File: config.mk
export PLATFORM = sky130hd
export DESIGN_NAME = mem_bus_arbiter
export DESIGN_NICKNAME = d
export VERILOG_FILES = /design/src/rtl/mem_bus_arbiter.sv
export SDC_FILE = /design/constraint.sdc
export NUM_CORES = 1
export LEC_CHECK = 0
export BUFFER_PORTS_ARGS = -buffer_cell sky130_fd_sc_hd__buf_2
export CAP_MARGIN = 20
export CORE_MARGIN = 1
export CORE_UTILIZATION = 53
export CTS_BUF_LIST = sky130_fd_sc_hd__clkbuf_8
export CTS_CLUSTER_DIAMETER = 80
export CTS_CLUSTER_SIZE = 20
export DETAILED_ROUTE_END_ITERATION = 6
export MAX_ROUTING_LAYER = met4
export PLACE_DENSITY = 0.88
export RECOVER_POWER = 50
export SKIP_CTS_REPAIR_TIMING = 1
export SYNTH_ARGS = -nofsm -noshare
export SYNTH_HDL_FRONTEND = slang
export SYNTH_SLANG_ARGS = --single-unit
File: constraint.sdc
create_clock -name clk -period 3.05 [get_ports clk]
set_input_delay 0.305 -clock clk [delete_from_list [all_inputs] [get_ports clk]]
set_output_delay 0.305 -clock clk [all_outputs]
set_load 0.03 [all_outputs]
File: src/rtl/mem_bus_arbiter.sv
// Single-port memory bus arbiter: data path has fixed priority over instruction fetch.
// Flushed fetches still complete on the bus but their data is dropped; hung transfers abort on timeout.
module mem_bus_arbiter #(
  parameter int ADDR_W  = 32,
  parameter int DATA_W  = 32,
  parameter int TIMEOUT = 255
) (
  input  logic              clk,
  input  logic              rst,
  input  logic              inst_req_i,
  input  logic [ADDR_W-1:0] inst_addr_i,
  input  logic              inst_cancel_i,
  output logic              inst_ack_o,
  output logic [DATA_W-1:0] inst_rdata_o,
  input  logic              data_req_i,
  input  logic              data_we_i,
  input  logic [ADDR_W-1:0] data_addr_i,
  input  logic [DATA_W-1:0] data_wdata_i,
  input  logic [3:0]        data_sel_i,
  output logic              data_ack_o,
  output logic [DATA_W-1:0] data_rdata_o,
  output logic              bus_err_o,
  output logic              bus_req_o,
  output logic              bus_we_o,
  output logic [ADDR_W-1:0] bus_addr_o,
  output logic [DATA_W-1:0] bus_wdata_o,
  output logic [3:0]        bus_sel_o,
  input  logic              bus_ack_i,
  input  logic [DATA_W-1:0] bus_rdata_i,
  output logic              pause_if_o,
  output logic              pause_mem_o
);

  typedef enum logic [1:0] {
    IDLE   = 2'd0,
    BUSY_D = 2'd1,
    BUSY_I = 2'd2
  } state_t;

  localparam int TW = (TIMEOUT > 0) ? $clog2(TIMEOUT + 1) : 1;
  localparam logic [TW-1:0] TLIM = (TIMEOUT > 0) ? TW'(TIMEOUT) : '0;

  state_t        state;
  logic          cancel;
  logic [TW-1:0] timer;
  logic [TW-1:0] timer_inc;
  logic          data_elig;
  logic          inst_elig;
  logic          cancel_now;
  logic          timed_out;

  // A requester acked this cycle is not eligible, so a held req is not granted twice.
  always_comb begin
    data_elig  = data_req_i & ~data_ack_o;
    inst_elig  = inst_req_i & ~inst_ack_o & ~inst_cancel_i;
    cancel_now = cancel | ((state == BUSY_I) & inst_cancel_i);
    timer_inc  = timer + TW'(1);
    if (TIMEOUT > 0) begin
      timed_out = (timer_inc == TLIM);
    end else begin
      timed_out = 1'b0;
    end
  end

  assign pause_if_o  = inst_req_i & ~inst_ack_o;
  assign pause_mem_o = data_req_i & ~data_ack_o;

  // Arbitration FSM with all bus-side and core-side outputs registered.
  always_ff @(posedge clk) begin
    if (rst) begin
      state        <= IDLE;
      cancel       <= 1'b0;
      timer        <= '0;
      inst_ack_o   <= 1'b0;
      inst_rdata_o <= '0;
      data_ack_o   <= 1'b0;
      data_rdata_o <= '0;
      bus_err_o    <= 1'b0;
      bus_req_o    <= 1'b0;
      bus_we_o     <= 1'b0;
      bus_addr_o   <= '0;
      bus_wdata_o  <= '0;
      bus_sel_o    <= 4'h0;
    end else begin
      inst_ack_o <= 1'b0;
      data_ack_o <= 1'b0;
      bus_err_o  <= 1'b0;
      case (state)
        IDLE: begin
          if (data_elig) begin
            state       <= BUSY_D;
            bus_req_o   <= 1'b1;
            bus_we_o    <= data_we_i;
            bus_addr_o  <= data_addr_i;
            bus_wdata_o <= data_wdata_i;
            bus_sel_o   <= data_sel_i;
            cancel      <= 1'b0;
            timer       <= '0;
          end else if (inst_elig) begin
            state       <= BUSY_I;
            bus_req_o   <= 1'b1;
            bus_we_o    <= 1'b0;
            bus_addr_o  <= inst_addr_i;
            bus_wdata_o <= '0;
            bus_sel_o   <= 4'hF;
            cancel      <= 1'b0;
            timer       <= '0;
          end else begin
            state <= IDLE;
          end
        end
        BUSY_D, BUSY_I: begin
          cancel <= cancel_now;
          // A bus ack in the same cycle as the timeout completes normally.
          if (bus_ack_i) begin
            state     <= IDLE;
            bus_req_o <= 1'b0;
            cancel    <= 1'b0;
            timer     <= '0;
            if (state == BUSY_D) begin
              data_ack_o   <= 1'b1;
              data_rdata_o <= bus_rdata_i;
            end else if (!cancel_now) begin
              inst_ack_o   <= 1'b1;
              inst_rdata_o <= bus_rdata_i;
            end
          end else if (timed_out) begin
            state     <= IDLE;
            bus_req_o <= 1'b0;
            cancel    <= 1'b0;
            timer     <= '0;
            if (state == BUSY_D) begin
              data_ack_o   <= 1'b1;
              bus_err_o    <= 1'b1;
              data_rdata_o <= '0;
            end else if (!cancel_now) begin
              inst_ack_o   <= 1'b1;
              bus_err_o    <= 1'b1;
              inst_rdata_o <= '0;
            end
          end else if (TIMEOUT > 0) begin
            timer <= timer_inc;
          end
        end
        default: begin
          state     <= IDLE;
          bus_req_o <= 1'b0;
        end
      endcase
    end
  end

endmodule

**Word-level counts from Yosys, hierarchy flattened**

Cells that the tools add are included.

- Bits of input ports: 139
- Bits in registers: 148
- Output and inout port bits: 139
- Word-level logic and storage cells: 88

- Equality and inequality tests: 5
- Add/sub/neg operators: 1
- Reductions and logical operators: 12
- Mux-type cells: 45
- Bitwise logic cells: 12

Operators by type and width:

| cell | number |
|---|---|
| two-way mux 32 bit | 14 |
| two-way mux 8 bit | 4 |
| two-way mux 1 bit | 17 |
| case mux 8 bit (2 select lines) | 1 |
| adder 8 x 1 -> 8 bit, second input constant | 1 |
| == test 8 bit, second input constant | 1 |
| two-way mux 2 bit | 4 |
| two-way mux 4 bit | 2 |
| inverter 1 bit | 7 |
| != test 3 bit, second input constant | 2 |
| AND reduction 2 bit | 3 |
| nonzero test 2 bit | 3 |
| AND 1 bit | 4 |
| case mux 1 bit (2 select lines) | 2 |
| case mux 2 bit (2 select lines) | 1 |
| AND reduction 4 bit | 1 |
| OR reduction 2 bit | 2 |
| OR reduction 4 bit | 1 |
| AND reduction 3 bit | 1 |
| == test 2 x 1 -> 1 bit, second input constant | 1 |
| == test 2 bit, second input constant | 1 |
| logical NOT 2 bit | 1 |
| OR 1 bit | 1 |

**Longest topological paths before layout**

Gate-level depths: netlist of run 1.

- Depth in word-level cells: 7
- Depth in mapped cells: 10
- Depth with buffers taken out: 7

**Worst setup path before layout of run 1**

No wires, ideal clock.

- Path kind: flip-flop to flip-flop
- From: reg timer[0]
- To: reg bus_req_o
- Period minus slack after synthesis: 1.985 ns
- Setup slack: 1.065 ns
- Library setup time: 0.122 ns
- Cell stages (with the launch flop): 7
- Arrival: 1.863 ns
- Cell sequence: dfxtp_1 -> ha_1 -> or3b_1 -> o32ai_1 -> o22ai_2 -> or2_1 -> a311o_1

- Longest elaborated chain between the ends: 4

Ends and longest elaborated chain:

| item | RTL line | RTL |
|---|---|---|
| start, declared | 45 | `logic [TW-1:0] timer;` |
| start signal, assigned | 142 | `timer <= timer_inc;` |
| adder 8 x 1 -> 8 bit | 57 | `timer_inc = timer + TW'(1);` |
| == test 8 bit | 59 | `timed_out = (timer_inc == TLIM);` |
| != test 3 bit (no source line) | - |  |
| AND reduction 2 bit (no source line) | - |  |
| end signal, assigned | 79 | `bus_req_o <= 1'b0;` |
| end signal, assigned | 92 | `bus_req_o <= 1'b1;` |
| end signal, assigned | 101 | `bus_req_o <= 1'b1;` |
| end, declared | 23 | `output logic bus_req_o,` |

No other way between the ends.
A chain may end at the register's enable or synchronous reset.

**Final worst setup path of run 1**

- From: reg state[0]
- To: reg inst_rdata_o[0]

- Longest elaborated chain between the ends: 5

Ends and longest elaborated chain:

| item | RTL line | RTL |
|---|---|---|
| start, declared | 43 | `state_t state;` |
| start signal, assigned | 71 | `state <= IDLE;` |
| start signal, assigned | 91 | `state <= BUSY_D;` |
| start signal, assigned | 100 | `state <= BUSY_I;` |
| == test 2 bit | 56, 88 |  |
| AND 1 bit | 56 | `cancel_now = cancel \| ((state == BUSY_I) & inst_cancel_i);` |
| OR 1 bit | 56 |  |
| inverter 1 bit (no source line) | - |  |
| AND reduction 4 bit (no source line) * | - |  |
| end signal, assigned | 125 | `inst_rdata_o <= bus_rdata_i;` |
| end, declared | 14 | `output logic [DATA_W-1:0] inst_rdata_o,` |

Mark *: on every way between the ends. The rest lies on a longest branch, timed or not.

==> results of run 1 <==
[layer usage]
metal  wire length (µm)  vias up  GRT usage
li1                   -     3003          -
met1               7690     2968      0.377
met2               9280      309      0.508
met3               1170       45     0.0648
met4                504        0      0.136
met5                  0        -          -
[sequential cells by signal (all words and copies together), names as in the netlist]
signal / cells
bus_we_o: 1
inst_ack_o: 1
bus_req_o: 1
data_rdata_o: 32
bus_sel_o: 4
bus_wdata_o: 32
bus_err_o: 1
data_ack_o: 1
state: 2
cancel: 1
inst_rdata_o: 32
timer: 8
bus_addr_o: 32
[worst reg2reg max path: stages, from the launching register on]
cell,delay (ns)
sky130_fd_sc_hd__dfxtp_1,0.36
sky130_fd_sc_hd__inv_1,0.08
sky130_fd_sc_hd__ha_1,0.22
sky130_fd_sc_hd__a21oi_1,0.17
sky130_fd_sc_hd__and3b_1,0.21
sky130_fd_sc_hd__and2_0,0.57
sky130_fd_sc_hd__buf_12,0.26
sky130_fd_sc_hd__a21oi_1,0.10
sky130_fd_sc_hd__a311oi_1,0.27
[metrics by stage]
step           setup WS, ns   util
6_report              0.732  0.692
5_1_grt               0.519  0.692
4_1_cts               0.752  0.707
3_5_place_dp          0.786  0.667
3_3_place_gp          0.834  0.667
2_1_floorplan          1.07      -
[layout make-up]
type,instances,area [µm²]
fillers,965,3530
flip-flops and latches,148,2960
multi-input cells,460,2950
repair buffers,292,1350
clock buffers,20,275
clock inverters,11,181
well taps,143,179
inverters,8,30.0
diodes,1,2.50
[cell families after synthesis]
| logic type | after synthesis |
|---|---|
| AOI/OAI and AO/OA | 226 |
| buffers and inverters | 75 |
| adders and majority gates | 5 |
| and+or+nand+nor | 227 |
| DFF | 148 |
| muxes | 2 |
[placed cells by master (no fill, tap or decap), drive strengths merged, types with 4 or more instances in the layout]
cell / Yosys / layout
clkbuf: 51 / 159
buf: 16 / 153
dfxtp: 148 / 148
nand2: 111 / 111
a311oi: 96 / 96
nor2: 76 / 76
a21oi: 66 / 66
a22oi: 36 / 36
nor3: 13 / 13
inv: 8 / 11
o21ai: 9 / 9
ha: 5 / 5
bufinv: 0 / 5
nand2b: 4 / 4
and2: 4 / 4
[path summary, 6_finish.rpt]
kind / end / depth (start not counted)
worst max-delay path: inst_rdata_o[0]$_SDFFE_PP0P_ / 8
worst min-delay path: bus_wdata_o[24]$_SDFFE_PP0P_ / 3
worst max register to register: inst_rdata_o[0]$_SDFFE_PP0P_ / 8
worst min register to register: state[0]$_SDFFE_PP0P_ / 2
[where the power goes]
group	switching (W)	leakage, nW	total (W)	internal, W
Combinational	0.000600	1.60	0.000850	0.000250
Clock	0.000720	0.241	0.00175	0.00103
Sequential	0.0000621	1.21	0.00210	0.00204
Total	0.00138	3.05	0.00470	0.00332
==> impl_metrics.ini, run 1 <==
[floorplan]
core_area_mm2 = 0.0115
die_width_um = 111
floorplan.die.height_um = 111
initial_utilization = 0.545
io-pin-count = 278
die_area_mm2 = 0.0122
rows = 39

[critical_path]
timing_worst_setup_path_type = flop to flop
crit_buf_inv = 2
worst_path_dominant_cell_family = simple AND/OR/NAND/NOR gates
crit_path_from = state[0]$_SDFFE_PP0P_
timing.critical_path.arrival_ns = 2.67
critical_path.max_stage_delay_ns = 0.57
start_kind = flop
worstReg2RegStart = state[0]$_SDFFE_PP0P_
critPathRequiredTime_ns = 3.40
slowest_stage = sky130_fd_sc_hd__and2_0
critical_path.max_fanout = 23
cpMostUsedCell = sky130_fd_sc_hd__a21oi_1
critical_path.cell_chain = inv_1, ha_1, a21oi_1, and3b_1, and2_0, buf_12, a21oi_1, a311oi_1
setup.worst_path.end_class = flop
ff2ff_setup_slack_ns = 0.73

[clock_network]
cts.sink_count = 148
cts.root.buffer_cell = sky130_fd_sc_hd__clkbuf_8
later_pin_clock_latency_in_the_skew_report_ns = 0.45
cts-htree-levels = 4
cts_buffers = 17
tritoncts_clock_tree = yes
path_clk_slew_ns = 0.08
cts_max_path_buffers = 2

[yosys]
ys_top_cells_by_count = sky130_fd_sc_hd__dfxtp_1, sky130_fd_sc_hd__nand2_1, sky130_fd_sc_hd__nor2_1, sky130_fd_sc_hd__a21oi_1, sky130_fd_sc_hd__a311oi_1
post_synth_xor_area_fraction = 0
synth-async-reset-ratio = 0
cells_taking_the_most_area_after_synthesis = sky130_fd_sc_hd__dfxtp_1, sky130_fd_sc_hd__a311oi_2, sky130_fd_sc_hd__a311oi_1
synth.ff_latch_count = 148
synthesis.yosys.warnings = 0
synth_largest_type_area_fraction = 0.474
post_synth_mux_area_share = 0.00321
compound_cell_area_share_of_the_yosys_netlist = 0.307
synthFlopType = sky130_fd_sc_hd__dfxtp_1
synth.lib_cells_used.distinct = 48
synth_edf_count = 0
synth_simple_gate_area_frac = 0.152
post-synth-top-count-cell = sky130_fd_sc_hd__dfxtp_1
post_synth_inst_count = 683
synthDominantAreaCellType = sky130_fd_sc_hd__dfxtp_1
netlist_area_mm2 = 0.00625
post_synth_fa_ha_maj_area_fraction = 0.0100
syn-num-nets = 827
synth_top_family_by_area = compound AO/OA/AOI/OAI gates
avgSynthCellArea_um2 = 9.14
ys_seq_area_frac = 0.474

[worst_hold_path]
worstHoldPathType = input port to flop
hold_path.startpoint = data_wdata_i[24]

[grt]
grt_antenna_before_repair = 1
grt_first_pass_wirelength_um = 30000
gr-total-overflow = 0
grt_pass1_vias = 6041
grtUsageTotal = 0.313
grt_max_degree = 56

[sta]
fin_setup_tns_ns = 0
final_min_period_over_clock_period = 0.760
fin_crit_period_ns = 2.32
finalHoldWorstSlack_ns = 0.0942
max_slew_margin = 0.434
finalHoldViolations = 0
clock.fmax_mhz = 431
setup_repair_after_global_routing_missed_its_margin = no
setup_violations = 0
max_slew.worst_pin.slew_ns = 0.848
timing.final.max_slew_violations = 0
skew_ns = 0.0130

[layout]
nets_finish = 1071
synthToLayoutAreaGrowth_pct = 27.0
drive_above_1_share = 0.247
stdcell_area_mm2 = 0.00793
final_cell_count_without_fillers = 1083

[power_and_ir_drop]
leakagePower_nw = 3.05
power_per_cell_area_mw_per_mm2 = 593
power.ir.vdd_worst_mv = 0.535
post-layout-total-power_w = 0.00470

[status]
status = finished, final reports clean

[job]
maximum_capacitance_violations = 0

[routing]
tritonroute_pass_1_iters = 7
drt-wirelength-per-cell_um = 17.2
drc = 0
drt-total-wl_um = 18600
vias = 6325
antenna_left = 0
drtIter0Drc = 694
drt-vias-per-instance = 5.84

[placed_design]
dp_hpwl_um = 12400
placed_area_mm2 = 0.00765
io_buffers = 277
placed_cells_incl_taps = 1051
gp_congestion = 0.890
No activity file was read; power rests on OpenSTA's default activity.
==> inputs of run 2 (changes only) <==
- CORE_UTILIZATION: 53 -> 49
- PLACE_DENSITY: 0.88 -> 0.83
- clock period: 3.05 -> 2.2 ns (I/O delays scaled with it)
==> run 2 against run 1 <==
  * Clock power grew 39%
  * Critical endpoint is now bus_req_o$_SDFFE_PP0P_
  * Combinational power grew 41%
  * Sequential share of layout area shrank 0.86 points
  * Via count shrank 0.16%
  * Final area grew 2.4%
  * Cell count grew 3.3%
  * Critical path type unchanged
  * Global-route usage shrank 4.1 points
==> impl_metrics.ini, run 2 (synthesis gave the netlist of run 1 again) <==
[critical_path]
slowest_stage = sky130_fd_sc_hd__or3b_1
critical_path_depth = 7
critical_path.max_fanout = 5
timing.critical_path.arrival_ns = 2.43
start_kind = flop
crit_reg_reg_endpoint = bus_req_o$_SDFFE_PP0P_
worst_path_dominant_cell_family = simple AND/OR/NAND/NOR gates
worstReg2RegStart = timer[0]$_SDFFE_PP0P_
crit_buf_inv = 1
reg2regPathDepth = 7
critical_path.cell_chain = ha_1, or3b_1, o32ai_2, o22ai_2, buf_4, or2_1, a311o_1
ff2ff_setup_slack_ns = 0.1
critPathRequiredTime_ns = 2.53
crit_path_from = timer[0]$_SDFFE_PP0P_
crit_path_end = bus_req_o$_SDFFE_PP0P_
setup.worst_path.end_class = flop
critical_path.max_stage_delay_ns = 0.38
timing_worst_setup_path_type = flop to flop

[sta]
setup_violations = 0
final_min_period_over_clock_period = 0.955
clock.fmax_mhz = 476
fin_crit_period_ns = 2.10
timing.final.max_slew_violations = 0
skew_ns = 0.00965
max_slew.worst_pin.slew_ns = 1.05
finalHoldViolations = 0
finalHoldWorstSlack_ns = 0.0117
final.setup.worst_slack_ns = 0.0983
max_slew_margin = 0.301

[layout]
fill_cells = 1124
drive_above_1_share = 0.260
mostFrequentLayoutCells = sky130_fd_sc_hd__dfxtp_1, sky130_fd_sc_hd__buf_2, sky130_fd_sc_hd__clkbuf_1
stdcell_area_mm2 = 0.00812
nets_finish = 1081
leading_cell_type_in_the_layout_fill_and_taps_excluded = sky130_fd_sc_hd__dfxtp_1
synthToLayoutAreaGrowth_pct = 30.1

[clock_network]
tritoncts_clock_tree = yes
cts.root.buffer_cell = sky130_fd_sc_hd__clkbuf_8
cts_max_path_buffers = 2
cts-htree-levels = 4
path_clk_slew_ns = 0.08
later_pin_clock_latency_in_the_skew_report_ns = 0.45
cts.sink_count = 148
cts_buffers = 17

[power_and_ir_drop]
power.sequential.fraction = 0.445
power_per_cell_area_mw_per_mm2 = 805
power.ir.vdd_worst_mv = 0.603
leakagePower_nw = 3.11
cell_internal_pwr_w = 0.00461
netSwitchingFraction = 0.296
clock_power_share = 0.372
netSwitchingPower_w = 0.00193
power_share_of_the_combinational_group = 0.183

[grt]
grtUsageTotal = 0.272
grt_first_pass_wirelength_um = 27500
grt_max_degree = 86
grt_pass1_vias = 5699
gr-total-overflow = 0
grt_antenna_before_repair = 1

[placed_design]
placed_area_mm2 = 0.00774
io_buffers = 277
dp_hpwl_um = 12000
gp_congestion = 0.834
pre_cts_slack_ns = 0.0325

[routing]
drt-wirelength-per-cell_um = 16.2
antenna_left = 0
vias = 6315
drt-vias-per-instance = 5.64
drc = 0
drtIter0Drc = 441
tritonroute_pass_1_iters = 5
drt-total-wl_um = 18100

[floorplan]
initial_utilization = 0.511
io-pin-count = 278
floorplan.die.height_um = 115
die_width_um = 115
rows = 40
die_area_mm2 = 0.0132
core_area_mm2 = 0.0122

[status]
status = finished, final reports clean

[job]
maximum_capacitance_violations = 0

[worst_hold_path]
worstHoldPathType = input port to flop
==> run 2: worst min-delay path by stage <==
stage / to / slack (ns) / startpoint / cells after the start
5_1_grt: bus_wdata_o[25]$_SDFFE_PP0P_ / 0.005 / data_wdata_i[25] / 3
3_3_place_gp: cancel$_SDFFE_PP0P_ / 0.45 / cancel$_SDFFE_PP0P_ / 2
6_report: bus_wdata_o[2]$_SDFFE_PP0P_ / 0.01 / data_wdata_i[2] / 3
4_1_cts: bus_wdata_o[29]$_SDFFE_PP0P_ / -0.01 / data_wdata_i[29] / 3
3_5_place_dp: cancel$_SDFFE_PP0P_ / 0.45 / cancel$_SDFFE_PP0P_ / 2
2_1_floorplan: bus_wdata_o[0]$_SDFFE_PP0P_ / 0.37 / data_wdata_i[0] / 2
==> run 2: tightest hold or removal path: stages <==
cell	delay, ns
sky130_fd_sc_hd__buf_2	0.08
sky130_fd_sc_hd__a22oi_1	0.05
sky130_fd_sc_hd__nor2_1	0.07
==> run 2: power groups by stage <==
| stage | clock network, W | logic [W] | registers (W) |
|---|---|---|---|
| 6_report | 0.00243 | 0.00120 | 0.00291 |
| 5_1_grt | 0.00259 | 0.00130 | 0.00293 |
| 4_1_cts | 0.00248 | 0.00123 | 0.00291 |
| 3_5_place_dp | 0 | 0.00123 | 0.00297 |
| 3_3_place_gp | 0 | 0.00122 | 0.00296 |
| 2_1_floorplan | 0 | 0.000509 | 0.00326 |
==> run 2: routing by layer <==
layer / wire length (µm) / global-route usage / share of wire / vias to the layer above
met3: 1240 / 0.0638 / 0.068 / 42
met4: 520 / 0.129 / 0.029 / 0
li1: - / - / - / 3027
met1: 7470 / 0.320 / 0.41 / 2983
met2: 8900 / 0.439 / 0.49 / 263
met5: 0 / - / 0 / -
==> run 2: stage by stage <==
| stage | power [W] | instances | util | TNS (ns) |
|---|---|---|---|---|
| 2_1_floorplan | 0.00377 | 683 | - | 0 |
| 3_3_place_gp | 0.00418 | 1080 | 0.634 | 0 |
| 3_5_place_dp | 0.00419 | 1080 | 0.634 | 0 |
| 4_1_cts | 0.00661 | 1112 | 0.672 | 0 |
| 5_1_grt | 0.00683 | 1119 | 0.665 | -0.000379 |
| 6_report | 0.00654 | 1119 | 0.665 | 0 |
==> run 2: final cells by class <==
cell class | instances | area [µm²] | share of cell area
Inverter | 8 | 30.0 | 0.00370
Clock inverter | 13 | 205 | 0.0253
Sequential cell | 148 | 2960 | 0.365
Multi-Input combinational cell | 460 | 2970 | 0.366
Timing Repair Buffer | 302 | 1480 | 0.182
Tap cell | 168 | 210 | 0.0259
Clock buffer | 19 | 262 | 0.0322
Antenna cell | 1 | 2.50 | 0.000308
